### config.mk
export PLATFORM = sky130hd
export DESIGN_NAME = chip8_scanout
export DESIGN_NICKNAME = d
export VERILOG_FILES = /design/src/rtl/chip8_scanout.sv
export SDC_FILE = /design/constraint.sdc
export NUM_CORES = 1
export LEC_CHECK = 0
export BUFFER_PORTS_ARGS = -buffer_cell sky130_fd_sc_hd__buf_2
export CORE_UTILIZATION = 33
export CTS_CLUSTER_DIAMETER = 30
export DETAILED_ROUTE_END_ITERATION = 10
export SYNTH_ARGS = -nofsm -noshare
export SYNTH_HDL_FRONTEND = slang
export SYNTH_SLANG_ARGS = --single-unit
### constraint.sdc
create_clock -name clk -period 4.7 [get_ports clk]
set_input_delay 0.47 -clock clk [delete_from_list [all_inputs] [get_ports clk]]
set_output_delay 0.47 -clock clk [all_outputs]
set_load 0.02 [all_outputs]
### src/rtl/chip8_scanout.sv
// rtl/chip8_scanout.sv - CHIP-8 64x32 framebuffer to 640x480@60 VGA scanout with line prefetch
module chip8_scanout #(
    parameter logic [23:0] FG_RGB    = 24'hFFFFFF,
    parameter logic [23:0] BG_RGB    = 24'h000000,
    parameter int          V_VISIBLE = 480,
    parameter int          V_FRONT   = 10,
    parameter int          V_SYNC    = 2,
    parameter int          V_BACK    = 33,
    parameter int          WIN_TOP   = 80,
    parameter int          ROW_SCALE = 10
) (
    input  logic       clk,
    input  logic       reset_n,
    input  logic       disp_ram_req,
    output logic [7:0] scan_a,
    input  logic [7:0] scan_q,
    input  logic       underrun_clr,
    output logic       underrun,
    output logic       vga_hs,
    output logic       vga_vs,
    output logic       vga_blank_n,
    output logic [7:0] vga_r,
    output logic [7:0] vga_g,
    output logic [7:0] vga_b
);

    localparam int         V_TOTAL  = V_VISIBLE + V_FRONT + V_SYNC + V_BACK;
    localparam logic [9:0] H_LAST   = 10'd799;
    localparam logic [9:0] H_VIS    = 10'd640;
    localparam logic [9:0] HS_START = 10'd656;
    localparam logic [9:0] HS_END   = 10'd752;
    localparam logic [9:0] V_LAST   = 10'(V_TOTAL - 1);
    localparam logic [9:0] V_VIS    = 10'(V_VISIBLE);
    localparam logic [9:0] VS_START = 10'(V_VISIBLE + V_FRONT);
    localparam logic [9:0] VS_END   = 10'(V_VISIBLE + V_FRONT + V_SYNC);
    localparam logic [9:0] W_TOP    = 10'(WIN_TOP);
    localparam logic [9:0] W_END    = 10'(WIN_TOP + 32 * ROW_SCALE);
    localparam logic [3:0] SUB_LAST = 4'(ROW_SCALE - 1);

    typedef enum logic [1:0] {IDLE, FETCH, DONE} state_t;

    state_t          state, state_nxt;
    logic            pix_en;
    logic [9:0]      hc, vc, next_vc;
    logic [3:0]      hsub, vsub;
    logic [6:0]      hcol;
    logic [4:0]      vrow, next_row, fetch_row;
    logic [3:0]      byte_idx;
    logic [2:0]      cap_idx, cap_cnt;
    logic            cap_vld;
    logic [7:0][7:0] disp_buf, fetch_buf;
    logic [23:0]     rgb;
    logic            wrap, start, issue, next_in_win, in_win, vis, pix_bit;

    assign next_vc     = (vc == V_LAST) ? 10'd0 : vc + 10'd1;
    assign next_in_win = (next_vc >= W_TOP) && (next_vc < W_END);
    // Row of the upcoming line, derived from the row sub-counters rather than a divide
    assign next_row    = (next_vc == W_TOP) ? 5'd0 :
                         (vsub == SUB_LAST) ? vrow + 5'd1 : vrow;
    assign in_win      = (vc >= W_TOP) && (vc < W_END);
    assign vis         = (hc < H_VIS) && (vc < V_VIS);
    assign pix_bit     = disp_buf[hcol[5:3]][~hcol[2:0]];
    assign wrap        = pix_en && (hc == H_LAST);
    assign start       = (state == IDLE) && (hc == H_VIS) && next_in_win;
    assign issue       = (state == FETCH) && !disp_ram_req && !byte_idx[3];
    assign {vga_r, vga_g, vga_b} = rgb;

    always_ff @(posedge clk or negedge reset_n) begin
        if (!reset_n) state <= IDLE;
        else          state <= state_nxt;
    end

    always_comb begin
        state_nxt = state;
        case (state)
            IDLE:    if (start) state_nxt = FETCH;
            FETCH: begin
                if (wrap)                             state_nxt = IDLE;
                else if (cap_vld && cap_cnt == 3'd7)  state_nxt = DONE;
            end
            DONE:    if (wrap) state_nxt = IDLE;
            default: state_nxt = IDLE;
        endcase
    end

    always_ff @(posedge clk or negedge reset_n) begin
        if (!reset_n) begin
            pix_en      <= 1'b0;
            hc          <= '0;
            vc          <= '0;
            hsub        <= '0;
            hcol        <= '0;
            vsub        <= '0;
            vrow        <= '0;
            vga_hs      <= 1'b1;
            vga_vs      <= 1'b1;
            vga_blank_n <= 1'b0;
            rgb         <= '0;
        end else begin
            pix_en <= ~pix_en;
            if (pix_en) begin
                if (hc == H_LAST) begin
                    hc   <= '0;
                    hsub <= '0;
                    hcol <= '0;
                    vc   <= next_vc;
                    if (next_vc == W_TOP) begin
                        vsub <= '0;
                        vrow <= '0;
                    end else if (vsub == SUB_LAST) begin
                        vsub <= '0;
                        vrow <= vrow + 5'd1;
                    end else begin
                        vsub <= vsub + 4'd1;
                    end
                end else begin
                    hc <= hc + 10'd1;
                    if (hsub == 4'd9) begin
                        hsub <= '0;
                        hcol <= hcol + 7'd1;
                    end else begin
                        hsub <= hsub + 4'd1;
                    end
                end
                vga_hs      <= !((hc >= HS_START) && (hc < HS_END));
                vga_vs      <= !((vc >= VS_START) && (vc < VS_END));
                vga_blank_n <= vis;
                rgb         <= !vis ? 24'd0 : (in_win && pix_bit) ? FG_RGB : BG_RGB;
            end
        end
    end

    always_ff @(posedge clk or negedge reset_n) begin
        if (!reset_n) begin
            scan_a    <= '0;
            byte_idx  <= '0;
            cap_idx   <= '0;
            cap_cnt   <= '0;
            cap_vld   <= 1'b0;
            fetch_row <= '0;
            fetch_buf <= '0;
            disp_buf  <= '0;
            underrun  <= 1'b0;
        end else begin
            if (start) begin
                byte_idx  <= '0;
                cap_cnt   <= '0;
                fetch_row <= next_row;
            end
            if (issue) begin
                scan_a   <= {fetch_row, byte_idx[2:0]};
                cap_idx  <= byte_idx[2:0];
                byte_idx <= byte_idx + 4'd1;
            end
            cap_vld <= issue;
            if (cap_vld) begin
                fetch_buf[cap_idx] <= scan_q;
                cap_cnt            <= cap_cnt + 3'd1;
            end
            // A fetch still running at the line wrap is dropped; the old line stays on screen
            if (wrap && state == DONE) disp_buf <= fetch_buf;
            if (wrap && state == FETCH) underrun <= 1'b1;
            else if (underrun_clr)      underrun <= 1'b0;
        end
    end

endmodule
# After elaboration in Yosys (flattened, before gate mapping)
# Index checks and enable logic that the tools add are counted.
# op_classes
n_addsub	8
multipliers	0
div	0
n_lt_le_gt_ge	14
eq_ne	12
shift	0
n_mux	30
bitwise	2
reduce_logical	27
# ops
cell	count
$bwmux W64	1
$mux W24	2
$lt A10 B9 Y1 const B	4
$eq A10 B10 Y1 const B	3
$bmux W8 S3	1
$demux W8 S3	1
$mux W4	6
$add A10 B1 Y10 const B	2
$ge A10 B7 Y1 const B	2
$lt A10 B10 Y1 const B	2
$mux W10	2
$mux W8	2
$logic_and A1 B1 Y1	15
$mux W7	2
$add A4 B1 Y4 const B	3
$lt A3 B4 Y1 const B	3
$eq A10 B7 Y1 const B	1
$ge A10 B10 Y1 const B	1
$ge A10 B9 Y1 const B	1
$mux W5	2
$eq A4 B4 Y1 const B	2
$mux W2	4
$reduce_bool A2 Y1	4
$add A7 B1 Y7 const B	1
other kinds (18)	26
# word_totals
register_bits	223
latchBits	0
ramBits	0
romBits	0
inputBits	12
wordCells	128
mem_count	0

# Longest topological paths before layout
# Gate-level depths: netlist of the first run.
# logic_depth
depth_word	7
depth_mapped	10
mapped_depth_nobuf	8

# Worst setup path after synthesis of the first run
# No wires, ideal clock.
# synth_path
path_type	reg2reg
startpoint	register vc[0]
endpoint	register fetch_row[2]
setup_ps	125
t_arrival_ps	2483
required_ps	4575
path_slack_ps	2092
stages_incl_launch_ff	11
path_buffers	3
period_less_slack_ps	2608
path_cell_list	dfrtp_1 > ha_1 > buf_2 > and4_1 > buf_2 > xnor2_1 > a31oi_1 > a221oi_1 > nor4_4 > buf_4 > mux2_2
# synth_via
elab_chain_len	5
elab_cells_between_ends	9
classes_between	add/sub (1); order compare (2); eq/ne (2); mux (2); reduce/logical (2)
# synth_rtl
element	line_no	rtl
start, declared	44	logic [9:0] hc, vc, next_vc;
start signal, assigned	106	vc <= next_vc;
$add A10 B1 Y10 or $eq A10 B10 Y1 (tied branches)	55	assign next_vc = (vc == V_LAST) ? 10'd0 : vc + 10'd1;
$mux W10 (*)	55	
$ge A10 B7 Y1 or $lt A10 B9 Y1 (tied branches)	56	assign next_in_win = (next_vc >= W_TOP) && (next_vc < W_END);
$logic_and A1 B1 Y1	56	
$logic_and A1 B1 Y1	64	assign start = (state == IDLE) && (hc == H_VIS) && next_in_win;
end signal, assigned	148	fetch_row <= next_row;
end, declared	47	logic [4:0] vrow, next_row, fetch_row;
# Mark *: on every way between the ends. The rest lies on a longest branch, timed or not.
# A chain may end at the register's enable or synchronous reset.

# Final worst setup path of the first run
# layout_path
startpoint	register vc[1]
endpoint	register fetch_row[0]
# Same word-level chain as after synthesis.

==> results of run 1 <==
-- area by class of cell --
type / count / area [µm²] / area share
Sequential cell: 196 / 4910 / 0.476
Multi-Input combinational cell: 456 / 3900 / 0.378
Tap cell: 372 / 465 / 0.0451
Clock buffer: 17 / 425 / 0.0412
Timing Repair Buffer: 58 / 339 / 0.0329
Clock inverter: 15 / 234 / 0.0227
Inverter: 12 / 45.0 / 0.00436
-- critical path, cell delays in order (launching register included) --
cell and delay [ns]:
sky130_fd_sc_hd__dfrtp_1 0.47, sky130_fd_sc_hd__ha_1 0.35, sky130_fd_sc_hd__and4_1 0.40, sky130_fd_sc_hd__xnor2_1 0.10, sky130_fd_sc_hd__a31oi_1 0.40, sky130_fd_sc_hd__a221oi_1 0.15, sky130_fd_sc_hd__nor4_4 0.69, sky130_fd_sc_hd__mux2_2 0.41
-- metal layers --
metal	track usage	vias up
met3	0.0257	15
li1	-	2624
met5	0	-
met4	0.0407	0
met1	0.183	2886
met2	0.219	66
-- registers in the layout, summed over array words and instances, names as in the netlist, 2 cells and up --
register	cells
state	2
vrow	5
vsub	4
vc	10
hcol	6
disp_buf	64
scan_a	8
fetch_buf	64
hsub	4
byte_idx	4
fetch_row	5
hc	10
cap_cnt	3
-- logic make-up after synthesis --
kind of cell	Yosys count	synth area share
flops	196	0.534
simple gates	177	0.107
mux	166	0.222
compound gates	82	0.0593
buf+inv	73	0.0421
xor+xnor	18	0.0172
fa+ha+maj	13	0.0177
-- per-stage QoR --
| stage | area, µm² | setup WS [ns] | total power, mW |
|---|---|---|---|
| finish | 10300 | 1.63 | 3.37 |
| CTS | 10300 | 1.61 | 3.42 |
| global placement | 9660 | 1.70 | 1.81 |
| floorplan | 9190 | 2.09 | 1.76 |
| global route | 10300 | 1.45 | 3.49 |
| detailed placement | 9660 | 1.66 | 1.81 |
-- how the worst min path moves through the flow --
stage	startpoint	to	slack (ns)	cells past startpoint
finish	reset_n	vrow[0]	0.15	1
global route	underrun_clr	underrun	0.20	2
CTS	reset_n	vrow[0]	0.19	1
detailed placement	vga_blank_n	vga_blank_n	0.47	2
global placement	disp_buf[44]	disp_buf[44]	0.47	1
floorplan	reset_n	byte_idx[0]	0.17	0
-- cells in the final DEF (no fill, tap or decap), drive strengths merged, types with 5 or more instances in the layout --
cell type | netlist | layout
a21o | 6 | 6
a21oi | 14 | 14
a22oi | 7 | 7
a31oi | 5 | 5
and3 | 6 | 6
buf | 39 | 57
clkbuf | 22 | 18
dfrtp | 194 | 194
ha | 13 | 13
inv | 12 | 24
mux2 | 144 | 144
mux2i | 6 | 6
mux4 | 16 | 16
nand2 | 49 | 49
nand2b | 16 | 16
nand3 | 12 | 12
nand4 | 12 | 12
nand4b | 5 | 5
nor2 | 25 | 25
nor2b | 7 | 7
nor3 | 12 | 12
o21ai | 23 | 23
or3 | 6 | 6
xnor2 | 8 | 8
xor2 | 10 | 10
-- where the power goes --
part / leakage [nW] / switching [mW] / internal, mW
clock: 0.317 / 0.828 / 0.769
sequential: 2.61 / 0.00883 / 1.70
combinational: 1.86 / 0.0455 / 0.0197
==> results list, run 1 <==
- Worst vdd ir: 0.253 mV
- In this run the worst setup path terminates at fetch_row[0].
- Relative slew slack: 0.325
* Number of buffers added by the clock tree synthesis step: 17
- The worst hold path belongs to the class input pin to async pin.
* Router iterations before antenna repair: 5
* TritonCTS clock tree: built
- Post-route insts no fill: about 1100
- Final Setup Violations: 0
* Net count reported at finish: 766
- After synthesis, the cell types taking the most area are sky130_fd_sc_hd__dfrtp_1 53%, sky130_fd_sc_hd__mux2_2 16%, sky130_fd_sc_hd__mux4_2 3.9%, sky130_fd_sc_hd__nand2_1 2.0%, sky130_fd_sc_hd__buf_4 2.0%.
- Entering global routing, the biggest net connects 115 pins.
- WL final: between 15000 and 20000 µm
- Between clock sinks in the finished design, the worst skew comes to 0.0187 ns.
- Biggest area consumer among synthesized cells: sky130_fd_sc_hd__dfrtp_1
* Fill cells: 2577
* Sequential share of the synthesized area: 0.534
- Data on the critical path is required at its endpoint by 5.03 ns.
- Leading register cell type out of synthesis: sky130_fd_sc_hd__dfrtp_1
- The cell area that synthesis handed to floorplanning was 9190 µm².
* Final standard cell utilization of the core: 0.381
- The area growth from synthesis to layout is 12.4%.
- For this block, wires on met1 add up to between 8000 and 9000 µm.
- Final hold analysis gives a worst-case slack of 0.149 ns.
- Post-synth EDFFs: 0
- The repair_antennas step left the layout with diodes totalling 0.
- The clock passes through at most 2 buffers.
* Vias in the first global route: 5585
- For the pin with the worst max-slew slack, the measured transition is 1.01 ns.
- Die width: 169 µm
* Synth Net Count: 750
* Initial antenna violation count: 0
- Along the worst path, the maximum fanout reaches 13.
- Critical Path Start: vc[1]
- STA classifies the critical path endpoint as a flop.
- Io pins: 48
- Yosys warns: 0
- DR WL met2: 8660 µm
- The commonest cells after synthesis are 194 x sky130_fd_sc_hd__dfrtp_1, 128 x sky130_fd_sc_hd__mux2_2, 49 x sky130_fd_sc_hd__nand2_1, 25 x sky130_fd_sc_hd__nor2_1, 24 x sky130_fd_sc_hd__buf_4.
- Min Clock Period, post-route: 3.07 ns
- In this run the remaining antenna-violating nets after routing total 0.
* Max-cap check violation count: 0
* Aggregate negative setup slack: 0 ns
* Hold Vio Cnt, Final: 0
- A synthesized cell averages 12.7 µm².
- In the post-synthesis netlist, the cell with the most instances is sky130_fd_sc_hd__dfrtp_1.
- Counting every sink on the clock net gives ~200.
* Number of distinct library cell variants in the gate-level netlist after synthesis: 64
- Signal arrival time at the worst endpoint: 3.41 ns
- GRT Resource Usage Total: 0.135
- Pwr dens: 327 nW/µm²
- STA classifies the critical path startpoint as a flop.
- Row cnt: 60
* Start-to-end type of the worst setup path: flop to flop
- Highest signal layer in the routed design: met4
- Reg2reg end: fetch_row[0]
* Cell count after synthesis: a little over 700
- After detailed routing, the number of remaining DRC violations is 0.
- The number of hold buffers added after CTS was 0.
- Wire length on met3: 521 µm
- Static Leakage: around 4.8 nW
- The number of setup buffers added after CTS is 0.
- Routed wirelength normalized by instance count: approximately 16 µm
* Unrepaired setup endpoints after global routing: false
- Initial DRC Count: 323
- Proportion of synthesized flip-flops having asynchronous set or reset: 1.00
- Final clock period utilization by the worst path: 0.654
- Clock insertion delay at the later pin of the skew report: approximately 0.45 ns
- Summing over every cut layer, the via total after detailed routing is 5591.
* Result of the run: finished, final reports clean
- Quantity of I/O buffers inserted on ports: between 40 and 50
- Reg clk slew, reported paths: 0.08 ns
* Cells after DPL: 1094
- Die Outline Area: 28500 µm²
- Clock H-tree levels: 4
* Reg2Reg Depth: 7
- The total overflow left after global routing is 0.
- Routability congestion estimate from global placement: 0.831
- Startpoint of the most critical register-to-register path: vc[1]
- After synthesis the netlist holds a flip-flop and latch count of 196.
* Vias/cell: 4.97
* Peak clock frequency supported by timing: 0.325 GHz
- Number of gates resized after cts: 0
- Height of the die: between 150 and 200 µm
- For this configuration, the core starts out at a cell density of 0.339.
- Placed wire-length estimate after detailed placement: 11300 µm
* Wire length of the first global-routing pass: 30200 µm
* Clock root buffer: sky130_fd_sc_hd__clkbuf_16
* Core region area: 27100 µm²
- Of the post-synthesis cell area, the dominant cell type holds 0.529.
* Setup slack, reg-to-reg: 1.63 ns
- Layout cells sized above 1: 0.328
- Final Max Tran Viols: 0
No activity file was read; power rests on OpenSTA's default activity.
==> run 2: changes to the inputs <==
- ABC_AREA: default -> 1
- clock period: 4.7 -> 2.9 ns (I/O delays scaled with it)
==> run 2 against run 1 <==
Design area is 0.53% higher. Setup slack worse by 0.85 ns. Critical path depth is 1 higher. Die area is 0.46% higher. Clock power is 54% higher. Non-clock buffer count is 8 higher. Highest routed layer unchanged. Sequential power is 62% higher. Cell count is 25% higher. Synthesized area is 0.46% higher.
==> results list, run 2 <==
- The clock period minus final worst setup slack came to 2.12 ns (-0.955 ns).
- The first-pass GRT wire length was 33300 µm (+10%).
- Static Leakage: 5.32 nW (+11%)
- The x dimension of the die is 169 µm (+0.23%).
- Placed wire-length estimate after detailed placement: 13300 µm (+17%)
- The post-CTS setup buffer count came to 0 (unchanged).
- Number of buffers added by the clock tree synthesis step: 17 (unchanged)
- Number of buffers on the longest clock path: 2 (unchanged)
- Post-DP Area: 9740 µm² (+0.87%)
* Crit-path leading delay family: simple AND/OR/NAND/NOR gates
- Post-synthesis share of cell area spent on and, or, nand and nor gates: 0.207 (+0.0993)
- Slew at the pin closest to its max-slew limit: 0.704 ns (-0.303 ns)
* Leading register cell type out of synthesis: sky130_fd_sc_hd__dfrtp_1
- Remaining number of nets flagged by the antenna check after routing: 0 (unchanged)
* Per-instance average area after synthesis: 9.34 µm² (-26%)
- The number of enable-type register cells in the synthesized netlist came to 0 (unchanged).
- Signal arrival time at the worst endpoint: 2.44 ns (-0.97 ns)
- The top-level I/O count is 48 (unchanged).
* Slowest cell on crit path: sky130_fd_sc_hd__dfrtp_1
* Number of gates resized after cts: 0 (unchanged)
* Worst vdd ir: 0.357 mV (+41%)
- The worst setup path is of the flop to flop kind.
- TritonCTS built the clock tree.
* Register area: 4910 µm² (unchanged)
- Post-route cell area: 10400 µm² (+0.53%)
- Share of Yosys cell area claimed by the top area cell type: 0.526 (-0.00244)
- #FFs+latches synth: 196 (unchanged)
- Vias in the first global route: 6397 (+15%)
- The total of hold buffers inserted after clock tree synthesis is 1 (+1).
- The pin count of the biggest net entering global routing was 78 (-32%).
- The footprint of the multi-input gates came to 3660 µm² (-6.3%).
* Pwr dens: 516 nW/µm² (+58%)
- Yosys warns: 0 (unchanged)
* Aggregate negative setup slack: 0 ns (unchanged)
- Most frequent cells in the layout: 292 x sky130_fd_sc_hd__nand2_1, 194 x sky130_fd_sc_hd__dfrtp_1, 103 x sky130_fd_sc_hd__o21ai_0, 81 x sky130_fd_sc_hd__nand3_1, 74 x sky130_fd_sc_hd__inv_1
* Clock H-tree levels: 4 (unchanged)
- The area of the die was 28600 µm² (+0.46%).
* Result of the run: finished, final reports clean
- Worst Hold Class: input pin to flop
* Row cnt: 60 (unchanged)
- Initial standard-cell utilization of the core: 0.340 (+0.000629)
- Combinational family with the most area after synthesis: simple AND/OR/NAND/NOR gates
* Reg clk slew, reported paths: 0.07 ns (about the same)
* GRT Resource Usage Total: 0.146 (+0.0113)
- The setup clock skew after layout is 0.0103 ns (-0.00844 ns).
- Clock root buffer: sky130_fd_sc_hd__clkbuf_16
- Sequential share of the synthesized area: 0.532 (-0.00246)
- The latest clock arrival within the worst-skew pair was 0.43 ns (-0.02 ns).
- The detail-routed via count per cell is 4.67 (-6.0%).
- Buffering stage count on the worst path with inverters included: 2 (+2)
- Relative slew slack: 0.528 (+0.203)
- Clock net sink count: 196 (unchanged)
* Final worst setup slack: 0.781 ns (-0.845 ns)
- STA classifies the critical path endpoint as a flop.
- Startpoint types: flop
* Most numerous cell in the Yosys netlist: sky130_fd_sc_hd__nand2_1
* Core region area: 27200 µm² (+0.28%)
- The layout overhead on the synthesized area is 12.4% (about the same).
- Aggregate global routing overflow: 0 (unchanged)
* Cell count after synthesis: 988 (+36%)
- Setup repair after global routing left no endpoint under its margin.
* Routability congestion estimate from global placement: 0.793 (-4.6%)
* Remaining DRCs: 0 (unchanged)
- Synth Net Count: 1013 (+35%)
- Routed wirelength normalized by instance count: 14.0 µm (-14%)
* Post-synthesis compound-gate area fraction: 0.0715 (+0.0122)
* Height of the die: 169 µm (+0.23%)
- The antenna diode instance count was 0 (unchanged).
- Proportion of synthesized flip-flops having asynchronous set or reset: 1.00 (unchanged)
* Initial DRC Count: 467 (+45%)
* Share of synthesized area spent on multiplexers: 0.0914 (-0.131)
- Final Setup Violations: 0 (unchanged)
* Quantity of I/O buffers inserted on ports: 47 (unchanged)
- The reported max-cap violation count was 0 (unchanged).
* Placement Setup Slack: 0.769 ns (-0.892 ns)
* Net count reported at finish: 1042 (+36%)
- Final Max Tran Viols: 0 (unchanged)
- Biggest area consumer among synthesized cells: sky130_fd_sc_hd__dfrtp_1
- The initial antenna violation count was 0 (unchanged).
* Vias: 6545 (+17%)
- The detailed-route wire length came to 19600 µm (+7.7%).
- The fraction of final layout cells with drive strength greater than 1 was 0.169 (-0.159).
- Crit path cell chain: ha_1 > nand2_1 > nor3_4 > nand2_2 > clkinv_2 > nand2_4 > buf_4 > mux2_2
- Cell Area, Synth: 9230 µm² (+0.46%)
- Top flop regs: disp_buf: 64 flops, fetch_buf: 64 flops
* Most common cell after layout, fill and taps aside: sky130_fd_sc_hd__nand2_1
* Adder-cell share of the synthesized area: 0.0176 (-0.0000816)
* Crit-path max FO: 26 (+13)
- Required time of the worst setup path: 3.22 ns (-1.81 ns)
* Fill cells: 2780 (+7.9%)
- The XOR/XNOR share of the synthesized area was 0.00949 (-0.00767).
* Router iterations before antenna repair: 5 (unchanged)
- The final-report hold violation count came to 0 (unchanged).
* Slowest cell delay on critical path: 0.40 ns (-0.29 ns)
- By area the synthesized netlist is led by sky130_fd_sc_hd__dfrtp_1 53%, sky130_fd_sc_hd__nand2_1 12%, sky130_fd_sc_hd__mux2_4 8.8%, sky130_fd_sc_hd__o21ai_0 5.6%, sky130_fd_sc_hd__nand3_1 4.4%.
- The ratio of final minimum period to clock period is 0.731 (+0.0767).
* Most frequent cells after synthesis: 292 x sky130_fd_sc_hd__nand2_1, 194 x sky130_fd_sc_hd__dfrtp_1, 103 x sky130_fd_sc_hd__o21ai_0, 81 x sky130_fd_sc_hd__nand3_1, 74 x sky130_fd_sc_hd__inv_1
- Peak clock frequency supported by timing: 0.472 GHz (+45%)
- The distinct cell type count after synthesis was 43 (-33%).
==> run 2: changes by cell type in the layout (fill, tap and decap cells not counted), moves of 16 or more <==
cell	previous run	this run
sky130_fd_sc_hd__inv_1	12	74
sky130_fd_sc_hd__mux2_1	16	0
sky130_fd_sc_hd__mux2_2	128	2
sky130_fd_sc_hd__mux2_4	0	54
sky130_fd_sc_hd__mux4_2	16	0
sky130_fd_sc_hd__nand2_1	49	292
sky130_fd_sc_hd__nand2b_1	16	0
sky130_fd_sc_hd__nand3_1	12	81
sky130_fd_sc_hd__o21ai_0	14	103
==> run 2: per-layer routing <==
metal  global-route usage  vias up  routed length [µm]
met3               0.0210       17                 572
met1                0.203     3153                9790
met2                0.234      122                8980
li1                     -     3253                   -
met5                    0        -                   0
met4               0.0490        0                 264
==> run 2: worst paths after layout <==
path                              startpoint       endpoint  slack, ns  depth (start not counted)
worst max-delay path                   hc[0]   disp_buf[48]       0.78                          8
worst min-delay path            underrun_clr       underrun       0.04                          2
worst max register to register         hc[0]   disp_buf[48]       0.78                          8
worst min register to register     scan_a[4]      scan_a[4]       0.47                          2
max in group asynchronous            reset_n         vga_hs       1.61                          3
min in group asynchronous            reset_n  fetch_buf[53]       0.45                          2
==> run 2: power breakdown <==
part           internal, mW  switching (mW)  leakage [nW]  total, mW
clock                  1.43            1.03         0.300       2.46
sequential             2.76          0.0157          2.38       2.77
combinational        0.0271          0.0867          2.65      0.114
==> run 2: kinds of logic (layout without fill, tap and decap cells) <==
| family | count (synthesis) | in the layout |
|---|---|---|
| buf+inv | 138 | 180 |
| mux | 57 | 57 |
| compound gates | 126 | 126 |
| simple gates | 448 | 448 |
| xor+xnor | 10 | 10 |
| flops | 196 | 196 |
| fa+ha+maj | 13 | 13 |
==> run 2: layout make-up <==
type,count,share of cell area
clock buffer,21,0.0453
clock inverter,11,0.0145
inverter,82,0.0298
multi-input combinational,654,0.353
sequential,196,0.473
tap,372,0.0449
timing repair buffer,66,0.0399
==> run 2: through the flow <==
stage	hold WS, ns	power [mW]	std cells	utilization
3_3_place_gp	0.371	2.94	1369	0.359
3_5_place_dp	0.365	2.95	1369	0.359
5_1_grt	0.0501	5.54	1402	0.382
4_1_cts	0.0264	5.40	1402	0.382
6_report	0.0430	5.35	1402	0.382
2_1_floorplan	-0.00559	2.86	988	-
